## config.mk

```make
export PLATFORM = sky130hd
export DESIGN_NAME = img2col_out_packer
export DESIGN_NICKNAME = d
export VERILOG_FILES = /design/src/rtl/img2col_out_packer.sv
export SDC_FILE = /design/constraint.sdc
export NUM_CORES = 1
export LEC_CHECK = 0
export BUFFER_PORTS_ARGS = -buffer_cell sky130_fd_sc_hd__buf_2
export CORE_MARGIN = 2
export CORE_UTILIZATION = 60
export DETAILED_ROUTE_END_ITERATION = 7
export HOLD_SLACK_MARGIN = 0.05
export PLACE_DENSITY = 0.86
export SLEW_MARGIN = 20
export SYNTH_ARGS = -nofsm -noshare
export SYNTH_HDL_FRONTEND = slang
export SYNTH_SLANG_ARGS = --single-unit
```

## constraint.sdc

```tcl
create_clock -name clk -period 8.1 [get_ports clk]
set_input_delay 0.405 -clock clk [delete_from_list [all_inputs] [get_ports clk]]
set_output_delay 0.405 -clock clk [all_outputs]
set_load 0.005 [all_outputs]
```

## src/rtl/img2col_out_packer.sv

```systemverilog
`timescale 1ns/1ps
// img2col_out_packer: packs PACK consecutive IN_W-bit im2col words into one wide beat and keeps packet boundaries.
// Defining PACKER_BEAT_CNT_EN adds the m_beat_cnt port, a free-running count of handed-off beats.
module img2col_out_packer #(
   parameter int IN_W = 64,
   parameter int PACK = 4
) (
   input  logic                 clk,
   input  logic                 reset,
   input  logic                 clear,
   input  logic [IN_W-1:0]      s_data,
   input  logic                 s_valid,
   input  logic                 s_last,
   output logic                 s_ready,
   output logic [IN_W*PACK-1:0] m_data,
   output logic [PACK-1:0]      m_keep,
   output logic                 m_last,
   output logic                 m_valid,
   input  logic                 m_ready
`ifdef PACKER_BEAT_CNT_EN
   ,
   output logic [31:0]          m_beat_cnt
`endif
);

   localparam int              CW        = $clog2(PACK);
   localparam logic [CW-1:0]   LAST_LANE = CW'(PACK - 1);

   logic [IN_W*PACK-1:0] r_acc_data;
   logic [CW-1:0]        r_acc_cnt;
   logic [IN_W*PACK-1:0] r_m_data;
   logic [PACK-1:0]      r_m_keep;
   logic                 r_m_last;
   logic                 r_m_valid;

   logic                 w_closing_possible;
   logic                 w_xfer;
   logic                 w_close;
   logic [IN_W*PACK-1:0] w_beat_data;
   logic [PACK-1:0]      w_beat_keep;

   // A closing word only waits when the held beat is not leaving this cycle.
   assign w_closing_possible = (r_acc_cnt == LAST_LANE) || s_last;
   assign s_ready            = !w_closing_possible || !r_m_valid || m_ready;
   assign w_xfer             = s_valid && s_ready;
   assign w_close            = w_xfer && w_closing_possible;

   for (genvar k = 0; k < PACK; k++) begin : g_lane
      localparam logic [CW-1:0] LANE = CW'(k);

      assign w_beat_data[k*IN_W +: IN_W] = (LANE < r_acc_cnt)  ? r_acc_data[k*IN_W +: IN_W] :
                                           (LANE == r_acc_cnt) ? s_data : '0;
      assign w_beat_keep[k] = (LANE <= r_acc_cnt);

      // NOTE: accumulator lanes carry no reset; a lane is only read once r_acc_cnt has passed it.
      always_ff @(posedge clk) begin
         if (w_xfer && (r_acc_cnt == LANE)) begin
            r_acc_data[k*IN_W +: IN_W] <= s_data;
         end
      end
   end

   always_ff @(posedge clk or negedge reset) begin
      if (!reset) begin
         r_acc_cnt <= '0;
         r_m_data  <= '0;
         r_m_keep  <= '0;
         r_m_last  <= 1'b0;
         r_m_valid <= 1'b0;
      end else if (clear) begin
         r_acc_cnt <= '0;
         r_m_valid <= 1'b0;
         r_m_last  <= 1'b0;
      end else if (w_close) begin
         // A load on the same edge as a drain simply replaces the old beat.
         r_acc_cnt <= '0;
         r_m_data  <= w_beat_data;
         r_m_keep  <= w_beat_keep;
         r_m_last  <= s_last;
         r_m_valid <= 1'b1;
      end else begin
         if (w_xfer) begin
            r_acc_cnt <= r_acc_cnt + CW'(1);
         end
         if (r_m_valid && m_ready) begin
            r_m_valid <= 1'b0;
         end
      end
   end

   assign m_data  = r_m_data;
   assign m_keep  = r_m_keep;
   assign m_last  = r_m_last;
   assign m_valid = r_m_valid;

`ifdef PACKER_BEAT_CNT_EN
   logic [31:0] r_beat_cnt;

   always_ff @(posedge clk or negedge reset) begin
      if (!reset) begin
         r_beat_cnt <= '0;
      end else if (clear) begin
         r_beat_cnt <= '0;
      end else if (r_m_valid && m_ready) begin
         r_beat_cnt <= r_beat_cnt + 32'd1;
      end
   end

   assign m_beat_cnt = r_beat_cnt;
`endif

endmodule

```

Word-level counts from Yosys, hierarchy flattened
Index checks and enable logic that the tools add are counted.
{"block": "totals", "reg_bits": 520, "output_inout_bits": 263, "input_bits": 70, "word_cells": 58}
{"block": "op_classes", "eq_ne": 6, "order_cmp": 8, "n_reduce_logical": 17, "bitwise_logic": 1, "n_mux": 16, "n_addsub": 1}
{"cell": "2-to-1 mux 64 bit", "count": 8}
{"cell": "logical AND 1 bit", "count": 7}
{"cell": "2-to-1 mux 2 bit", "count": 3}
{"cell": "nonzero test 3 bit", "count": 2}
{"cell": "2-to-1 mux 1 bit", "count": 5}
{"cell": "== test 2 bit, first input constant", "count": 2}
{"cell": "== test 2 bit, second input constant", "count": 2}
{"cell": "less-or-equal comparator 1 x 2 -> 1 bit, first input constant", "count": 2}
{"cell": "less-or-equal comparator 2 bit, first input constant", "count": 2}
{"cell": "< comparator 1 x 2 -> 1 bit, first input constant", "count": 2}
{"cell": "< comparator 2 bit, first input constant", "count": 2}
{"cell": "logical OR 1 bit", "count": 3}
{"cell": "adder 2 x 1 -> 2 bit, second input constant", "count": 1}
{"cell": "== test 1 x 2 -> 1 bit, first input constant", "count": 1}
{"cell": "== test 2 x 1 -> 1 bit, second input constant", "count": 1}
{"cell": "zero test 1 bit", "count": 2}
{"cell": "zero test 2 bit", "count": 1}
{"cell": "AND reduction 2 bit", "count": 1}
{"cell": "nonzero test 2 bit", "count": 1}
{"cell": "NOT 1 bit", "count": 1}

Depth between registers and ports, before layout
Gate-level depths: netlist of the first run.
{"block": "logic_depth", "ltp_word": 9, "depth_mapped": 8, "depth_no_buf": 5}

Worst setup path before layout of the first run
Ideal clock, no wire load.
{"block": "synth_path", "path_kind": "flip-flop to flip-flop", "startpoint": "register r_acc_cnt[1]", "endpoint": "register r_acc_data[0] (enable)", "n_path_buf": 3, "setup_slack_ps": 4632, "path_stages_with_launch": 7, "period_less_slack_ps": 3468, "required_ps": 7671, "setup_time_ps": 429, "t_arrival_ps": 3039, "path_cell_list": "dfrtp_1 clkbuf_1 inv_1 ha_1 buf_2 clkbuf_1 and3_1"}
{"block": "synth_between", "elab_chain_cells": 7, "elab_cells_between_ends": 8, "cone_classes": "eq/ne: 1; reduce/logical: 7"}
{"item": "start: declaration", "line_no": "30", "source": "logic [CW-1:0] r_acc_cnt;"}
{"item": "start signal: assignment", "line_no": "83", "source": "r_acc_cnt <= r_acc_cnt + CW'(1);"}
{"item": "== test 2 bit", "line_no": "43", "source": "assign w_closing_possible = (r_acc_cnt == LAST_LANE) || s_last;"}
{"item": "logical OR 1 bit", "line_no": "43"}
{"item": "zero test 1 bit", "line_no": "44", "source": "assign s_ready = !w_closing_possible || !r_m_valid || m_ready;"}
{"item": "logical OR 1 bit (2 in a row)", "line_no": "44"}
{"item": "logical AND 1 bit", "line_no": "45", "source": "assign w_xfer = s_valid && s_ready;"}
{"item": "logical AND 1 bit (*)", "line_no": "57", "source": "if (w_xfer && (r_acc_cnt == LANE)) begin"}
{"item": "end signal: indexed assignment", "line_no": "58", "source": "r_acc_data[k*IN_W +: IN_W] <= s_data;"}
{"item": "end: declaration", "line_no": "29", "source": "logic [IN_W*PACK-1:0] r_acc_data;"}
Every way passes the cells marked *; elsewhere a longest branch is shown, timed or not.
A chain may end at the register's enable or synchronous reset.

Worst setup path after layout of the first run
{"block": "layout_path", "startpoint": "register r_acc_cnt[1]", "endpoint": "register r_m_data[32], in the netlist m_data[32]"}
{"block": "layout_between", "elab_chain_cells": 8, "elab_cells_between_ends": 12, "cone_classes": "order compare: 1; eq/ne: 1; mux: 2; reduce/logical: 8"}
{"item": "== test 2 bit", "line_no": "43"}
{"item": "logical OR 1 bit", "line_no": "43"}
{"item": "zero test 1 bit", "line_no": "44"}
{"item": "logical OR 1 bit (2 in a row)", "line_no": "44"}
{"item": "logical AND 1 bit", "line_no": "45"}
{"item": "logical AND 1 bit", "line_no": "46", "source": "assign w_close = w_xfer && w_closing_possible;"}
{"item": "AND reduction 2 bit (no line)"}
{"item": "end signal: assignment", "line_no": "77", "source": "r_m_data <= w_beat_data;"}
{"item": "end: declaration", "line_no": "31", "source": "logic [IN_W*PACK-1:0] r_m_data;"}
Parallel ways exist; a longest one is shown, timed or not.

==> qor.yml, run 1 <==
first_pass_iters: 5
cp_data_arrival_time_ps: 4760
wl_met3_mm: 2.90
yosysSeqAreaShare_pct: 65.4
grt_max_degree: 135
cp.required_ps: 8510
via_count: 11500
status: "finished clean"
placementRows: 65
syn-instance-count: 1274
grt-ovfl-total: 0
hold_path_class: "in -> reg"
clock.fmax_mhz: 230
stdcell_count: 2026
htree_levels: 2
core_mm2: 0.0313
top_layer: "met5"
leakagePower_uw: 0.00984
initial_core_util_pct: 60.4
pwr_density_cell_mw_per_mm2: 240
cts_root_buffer: "clkbuf_16"
wl_met2_mm: 20.9
die-width_um: 182
critPathLaunchType: "flip-flop"
gr-usage-all-layers_pct: 25.6
die_y_um: 182
timing.final.setup_violations: 0
period_share_pct: 53.7
clk_latency_ps: 540
max-clock-path-buffers: 3
finalCriticalPeriod_ps: 4350
cts.sinks: 456
synth_warnings: 0
ctsHoldBuffers: 1
dp_hpwl_mm: 24.8
cts_tree: "built"
cts.clk_slew.worst_paths_ps: 60
post_cts_buffers: 0
register_area_mm2: 0.0124
syn_nets: 1349
wl_met1_mm: 17.2
grt_pass1_vias: 11700
grt_pass1_wl_mm: 66.3
final_net_count: 1660
drt.antenna.violating_nets: 0
ioPinCount: 333
timing.final.hold_violations: 0
portBuffers: 332
drt-wirelength-per-cell_um: 21.0
gp_congestion: 0.781
post-place-cells: 1937
numCtsBuffers: 46
slew_violations: 0
syn_avg_cell_area_um2: 14.8
setup-tns-final_ps: 0
via_per_inst: 5.67
maxSlewHeadroom_pct: 28.5
multi_input_area_mm2: 0.00580
final.setup_skew_ps: 15.6
worstMarginPinSlew_ps: 1070
ir_drop_mv: 0.179
drive_gt1_share_pct: 40.5
yosysUniqueCellTypes: 28
drc: 0
grt_setup_unrepaired: "false"
maxCapViolCount: 0
cts_resized: 0
path_max_fanout: 134
ys_ff_latch: 456
drt-initial-drc-count: 944
synthToLayoutAreaGrowth_pct: 17.8
path_class: "reg -> reg"
num-fill-cells: 1987
dieArea_mm2: 0.0330
syn_area_mm2: 0.0189
endpoint_kind: "flip-flop"
totalWireLength_mm: 42.5
antenna_found_initial: 2
state kept, by name (all words and copies together), names as in the netlist:
register	flops
m_keep	4
r_acc_data	192
m_last	1
m_valid	1
r_acc_cnt	2
m_data	256
report_power, final:
part	leakage, µW	switching (µW)	internal (µW)	total (µW)
Combinational	0.00378	269	271	540
Sequential	0.00529	93.1	2580	2670
Clock	0.000768	866	1270	2140
Total	0.00984	1230	4120	5350
layer usage:
metal,vias to the layer above,track usage [%]
met5,-,0
met4,2,10.3
met3,92,5.42
met2,454,41.9
met1,5822,33.7
li1,5113,-
metrics by stage:
stage	hold WS, ps	area (µm²)	util [%]	worst slack, ps	total power (µW)
2_1_floorplan	109	18900	-	4630	2970
3_3_place_gp	451	20700	66.1	3990	3230
3_5_place_dp	453	20700	66.1	3870	3260
4_1_cts	117	22200	71.0	3870	5390
5_1_grt	135	22300	71.1	3550	5530
6_report	133	22300	71.1	3750	5350
worst paths after layout:
check                                                 end  slack [ps]  depth (start not counted)                     start
worst max-delay path               m_data[32]$_DFFE_PN0P_        3750                          7  r_acc_cnt[1]$_DFFE_PN0P_
worst min-delay path            r_acc_data[176]$_DFFE_PP_         130                          1                s_data[48]
worst max register to register     m_data[32]$_DFFE_PN0P_        3750                          7  r_acc_cnt[1]$_DFFE_PN0P_
worst min register to register      m_keep[0]$_DFFE_PN0P_         470                          1     m_keep[0]$_DFFE_PN0P_
max in group asynchronous           m_data[3]$_DFFE_PN0P_        6200                          4                     reset
min in group asynchronous          m_data[29]$_DFFE_PN0P_         360                          2                     reset
Yosys cell counts:
cell type,n,share of area [%]
buf_1,8,0.16
ha_1,5,0.33
a21oi_1,1,0.026
a32o_1,2,0.11
mux2_1,22,1.3
inv_1,68,1.3
nor2_1,4,0.079
nand2b_1,1,0.033
clkbuf_1,38,0.75
and3_1,3,0.099
buf_4,7,0.28
nor4b_2,1,0.079
buf_6,4,0.24
dfrtp_1,264,35
a22o_1,64,3.0
nor2b_1,3,0.099
o21ai_0,67,1.8
o21bai_1,1,0.040
nor2_2,1,0.033
mux2i_1,66,3.5
buf_12,11,1.2
or2_2,1,0.033
mux2_4,100,7.9
mux2_2,135,8.0
buf_2,11,0.29
edfxtp_1,192,30
nand3_1,1,0.026
nand2_1,193,3.8
worst max-delay path, stage by stage, from the launching register on:
cell and delay, ps:
dfrtp_2 340, buf_4 680, ha_4 530, buf_4 700, nor2_2 170, nor4b_4 400, buf_12 580, mux2_2 430
cell type report:
| cell class | count | area share (%) |
|---|---|---|
| Clock buffer | 62 | 5.95 |
| Antenna cell | 1 | 0.0112 |
| Tap cell | 402 | 2.26 |
| Sequential cell | 456 | 55.6 |
| Inverter | 68 | 1.15 |
| Timing Repair Buffer | 342 | 8.11 |
| Multi-Input combinational cell | 671 | 26.0 |
| Clock inverter | 24 | 0.949 |
layout by cell type, fill, tap and decap left out, drive strengths merged:
cell type and instances:
clkbuf 62, edfxtp 192, diode 1, mux2i 66
mux2 257, o21bai 1, and3 3, nand2 193
inv 68, dlygate4sd3 1, nor4b 1, o21ai 67
clkinv 20, dfrtp 264, nor2 5, a32o 2
a21oi 1, or2 1, ha 5, nand2b 1
nand3 1, bufinv 4, nor2b 3, a22o 64
buf 341
logic make-up (layout without fill, tap and decap cells):
kind of cell	count (synthesis)	in the layout	synth area share, %
adder cells (fa/ha/maj)	5	5	0.331
flip-flops	456	456	65.4
AND/OR/NAND/NOR	208	208	4.31
buffers and inverters	147	496	4.23
multiplexers	323	323	20.8
other	0	1	0
AO/OA/AOI/OAI	135	135	4.91
Power figures use the tool's default switching activity.
==> run 2: changes to the inputs <==
CORE_UTILIZATION = 51   (was 60)
PLACE_DENSITY = 0.78   (was 0.86)
clock period = 3.87 ns   (was 8.1 ns; I/O delays follow)
==> run 2 against run 1 <==
Routed wire length grew 5.1%. Power grew 110%. Sequential share of layout area decreased by 2.0 points. Largest power group unchanged. Largest cell class unchanged. Utilization is 7.8 points lower. Clock skew fell by 2.2 ps. Final cell count rose by 7.1%. Sequential power rose by 110%.
==> qor.yml, run 2 (synthesis gave the netlist of run 1 again) <==
slew_violations: 0
cts_resized: 0
gr-usage-all-layers_pct: 23.2
via_count: 11700
p_sw_uw: 2610
grt_setup_unrepaired: "false"
via_per_inst: 5.40
worstMarginPinSlew_ps: 981
path_class: "reg -> reg"
numCtsBuffers: 47
portBuffers: 332
finalCriticalPeriod_ps: 2750
drc: 0
initial_core_util_pct: 51.8
cp.required_ps: 4120
status: "finished clean"
grt_max_degree: 123
combPwrFrac_pct: 10.8
stdcell_count: 2169
pwr_density_cell_mw_per_mm2: 482
clockPowerShare_pct: 39.0
critPathLaunchType: "flip-flop"
core_mm2: 0.0365
timing.final.hold_violations: 0
cts.sinks: 456
grt-ovfl-total: 0
maxCapViolCount: 0
ir_drop_mv: 0.400
drt.antenna.violating_nets: 0
clock.fmax_mhz: 363
die_y_um: 197
max-clock-path-buffers: 3
totalWireLength_mm: 44.7
dieArea_mm2: 0.0386
final_common_cell: "buf_2"
crit_path_max_incr_delay_ps: 720
htree_levels: 2
final.setup_skew_ps: 13.4
hold_path_class: "in -> reg"
cts_root_buffer: "clkbuf_16"
path_max_fanout: 39
worst-path-buf-inv: 2
dp_hpwl_mm: 26.5
seq_power_share_pct: 50.2
timing.final.setup_violations: 0
final_net_count: 1739
cts.clk_slew.worst_paths_ps: 60
antenna_found_initial: 0
drt-wirelength-per-cell_um: 20.6
leakagePower_uw: 0.0101
setup-tns-final_ps: 0
layout_common_cells: "buf_2, dfrtp_1, nand2_1"
clk_latency_ps: 560
p_int_uw: 8530
first_pass_iters: 5
ioPinCount: 333
drive_gt1_share_pct: 39.0
endpoint_kind: "flip-flop"
die-width_um: 197
grt_pass1_vias: 12000
placementRows: 70
diodes: 0
critPathSlowestCell: "and3_4"
cts_tree: "built"
period_share_pct: 71.1
path_cells: "inv_1 > ha_4 > and3_4 > buf_12"
gp_congestion: 0.762
largest_reg_flops: 256
grt_pass1_wl_mm: 69.7
synthToLayoutAreaGrowth_pct: 22.3
drt-initial-drc-count: 590
sw_frac_of_total_pct: 23.5
maxSlewHeadroom_pct: 34.6
post-place-cells: 2013
cp_top_family: "simple AND/OR/NAND/NOR gates"
cp_data_arrival_time_ps: 3000
run 2: changes by cell type in the layout (fill, tap and decap cells not counted), sizes merged:
cell / delta
diode: -1
clkinv: -9
bufinv: -3
dlygate4sd3: +68
buf: +10
clkinvlp: +4
clkbuf: +8
run 2: area by class of cell:
cell class / count / area (µm²)
well taps: 468 / 586
flip-flops and latches: 456 / 12400
clock buffers: 70 / 1370
repair buffers: 420 / 2630
inverters: 68 / 255
clock inverters: 16 / 111
multi-input cells: 671 / 5810
fillers: 2632 / 13400
run 2: per-stage QoR:
stage	total power, µW	instance area (µm²)	hold WS, ps	worst slack, ps	utilization (%)
after floorplan	6210	18900	-102	402	-
after global placement	6800	20900	399	1090	57.3
after detailed placement	6840	20900	400	1010	57.3
after CTS	11300	23100	88.0	990	63.2
after global routing	11600	23100	106	957	63.3
final	11100	23100	122	1120	63.3
run 2: power by group through the flow:
stage          Clock [µW]  Combinational [µW]  Sequential (µW)
6_report             4350                1200             5590
3_3_place_gp            0                1130             5670
3_5_place_dp            0                1160             5680
4_1_cts              4450                1220             5590
5_1_grt              4630                1310             5620
2_1_floorplan           0                 549             5660
run 2: tightest hold or removal path, cell delays in order:
cell and delay [ps]:
buf_2 140, nor2_2 70, a32o_1 240
run 2: timing repair:
item | CTS | global route
endpoints found under the setup margin | 0 | 0
buffers inserted | 0 | 0
hold endpoints to repair | 384 | 0
hold buffers | 69 | 0
run 2: per-layer routing:
layer | global-route usage (%) | wire length [µm] | vias to the layer above
met5 | 0 | 0 | -
met3 | 4.33 | 2640 | 78
met4 | 8.53 | 1310 | 0
met1 | 31.3 | 18900 | 5970
met2 | 37.8 | 21900 | 393
li1 | - | - | 5280
run 2: final timing paths:
kind / slack (ps) / cells past startpoint / startpoint / end
setup / recovery: 1120 / 4 / r_acc_cnt[1]$_DFFE_PN0P_ / r_acc_data[18]$_DFFE_PP_
hold / removal: 120 / 3 / s_last / r_acc_cnt[1]$_DFFE_PN0P_
setup reg to reg: 1120 / 4 / r_acc_cnt[1]$_DFFE_PN0P_ / r_acc_data[18]$_DFFE_PP_
hold reg to reg: 470 / 1 / m_keep[0]$_DFFE_PN0P_ / m_keep[0]$_DFFE_PN0P_
max in group asynchronous: 2600 / 4 / reset / m_data[211]$_DFFE_PN0P_
min in group asynchronous: 150 / 2 / reset / m_data[221]$_DFFE_PN0P_
==> run 3: changes to the inputs <==
clock period = 2.3 ns   (was 3.87 ns; I/O delays follow)
==> run 3 against run 2 <==
Global-route usage rose by 0.45 points. Die area did not move. First-iteration DRC count shrank 0.85%. Sequential cell count stayed put. Non-clock buffer count up 28. Sequential power increased by 69%. Clock power up 69%. Clock-buffer cell count fell by 2. Combinational power is 72% higher. Via count rose by 1.3%. Highest routed layer is now met5.
==> qor.yml, run 3 (synthesis gave the netlist of run 1 again) <==
final.setup_skew_ps: 11.3
multi_input_area_mm2: 0.00581
pwr_density_cell_mw_per_mm2: 802
grt-ovfl-total: 0
gr-max-usage-layer: "met2"
max-clock-path-buffers: 3
timing.final.hold_violations: 0
drt-wirelength-per-cell_um: 20.7
via_per_inst: 5.40
final_net_count: 1768
ioPinCount: 333
largest_reg_flops: 256
path_cells: "ha_4 > o21ai_0 > and3_4 > buf_12"
startpoint: "r_acc_cnt[0]$_DFFE_PN0P_"
drt.antenna.violating_nets: 0
via_count: 11900
synthToLayoutAreaGrowth_pct: 24.4
p_int_uw: 14500
cts_root_buffer: "clkbuf_16"
clock.fmax_mhz: 448
maxCapViolCount: 0
antenna_found_initial: 1
drc: 0
htree_levels: 2
critPathLaunchType: "flip-flop"
die_y_um: 197
r2r-end: "r_acc_data[104]$_DFFE_PP_"
maxSlewHeadroom_pct: 41.8
drt-initial-drc-count: 585
clk_latency_ps: 560
placementRows: 70
layout_common_cells: "buf_2, dfrtp_1, nand2_1"
clockPowerShare_pct: 39.1
period_share_pct: 97.1
r2r_setup_slack_ps: 70
die-width_um: 197
cp-endpoint: "r_acc_data[104]$_DFFE_PP_"
grt_pass1_wl_mm: 71.0
num-fill-cells: 2608
drive_gt1_share_pct: 39.9
final_common_cell: "buf_2"
diodes: 0
portBuffers: 332
first_pass_iters: 5
grt.met3_usage_pct: 5.17
totalWireLength_mm: 45.4
grt_max_degree: 108
crit_path_max_incr_delay_ps: 570
dieArea_mm2: 0.0386
sw_frac_of_total_pct: 23.2
initial_core_util_pct: 51.8
register_area_mm2: 0.0124
seq_power_share_pct: 50.0
cp_data_arrival_time_ps: 2490
ir_drop_mv: 0.617
utilization_pct: 64.4
gp_congestion: 0.765
grtUsageMet2_pct: 38.7
cts_tree: "built"
endpoint_kind: "flip-flop"
grt_setup_unrepaired: "false"
numCtsBuffers: 48
r2r-start: "r_acc_cnt[0]$_DFFE_PN0P_"
power_uw: 18900
hold_path_class: "in -> async"
combPwrFrac_pct: 10.9
cp.required_ps: 2550
grt_pass1_vias: 12400
timing.final.setup_violations: 0
core_mm2: 0.0365
dp_hpwl_mm: 28.2
slew_violations: 0
cts.sinks: 456
post-place-cells: 2039
gr-usage-all-layers_pct: 23.7
stdcell_count: 2198
critPathSlowestCell: "o21ai_0"
p_sw_uw: 4380
path_class: "reg -> reg"
rr_worst_depth: 4
grt_util_met1_pct: 30.5
worstMarginPinSlew_ps: 873
leakagePower_uw: 0.0103
finalCriticalPeriod_ps: 2230
cts.clk_slew.worst_paths_ps: 60
status: "finished clean"
path_max_fanout: 26
-- run 3: final cells by class --
class	instances	area share, %
clock buffer	68	5.73
clock inverter	19	0.644
inverter	68	1.09
tap	468	2.49
multi-input combinational	671	24.7
sequential	456	52.6
timing repair buffer	448	12.7
-- run 3: worst max-delay path, delay by kind of cell (launching register included) --
kind	cells	cell delay, ps
compound gates	1	570
simple gates	1	440
flops	1	440
buf+inv	1	250
fa+ha+maj	1	210
-- run 3: worst min-delay path by stage --
stage,cells past startpoint,slack (ps),start,to
after floorplan,0,-180,reset,m_data[0]$_DFFE_PN0P_
after global placement,1,170,reset,m_data[154]$_DFFE_PN0P_
after detailed placement,1,170,reset,m_data[218]$_DFFE_PN0P_
after CTS,2,160,reset,m_data[218]$_DFFE_PN0P_
after global routing,2,210,reset,m_data[155]$_DFFE_PN0P_
final,2,160,reset,m_data[155]$_DFFE_PN0P_
-- run 3: metal layers --
layer / routed length, µm / part of all wire [%]
met3: 2850 / 6.3
met2: 22000 / 48
met1: 18800 / 41
met4: 1730 / 3.8
met5: 13 / 0.029
-- run 3: what timing repair did --
action / 4_1_cts / 5_1_grt
resized for setup: 0 / 1
setup endpoints to repair: 0 / 5
hold endpoints to repair: 538 / 0
setup buffers: 0 / 2
hold buffers: 70 / 0
-- run 3: power groups by stage --
stage	clock (µW)	sequential, µW	combinational (µW)
2_1_floorplan	0	9510	927
3_3_place_gp	0	9550	1930
3_5_place_dp	0	9570	1980
4_1_cts	7520	9420	2080
5_1_grt	7870	9480	2230
6_report	7370	9430	2060
-- run 3: metrics by stage --
stage          hold slack [ps]  area [µm²]  setup slack, ps  setup TNS, ps
2_1_floorplan             -181       18900             -271         -33940
3_5_place_dp               166       21300             69.8              0
6_report                   164       23500             66.3              0
3_3_place_gp               169       21300              138              0
5_1_grt                    213       23500             12.0              0
4_1_cts                    159       23500             54.0              0
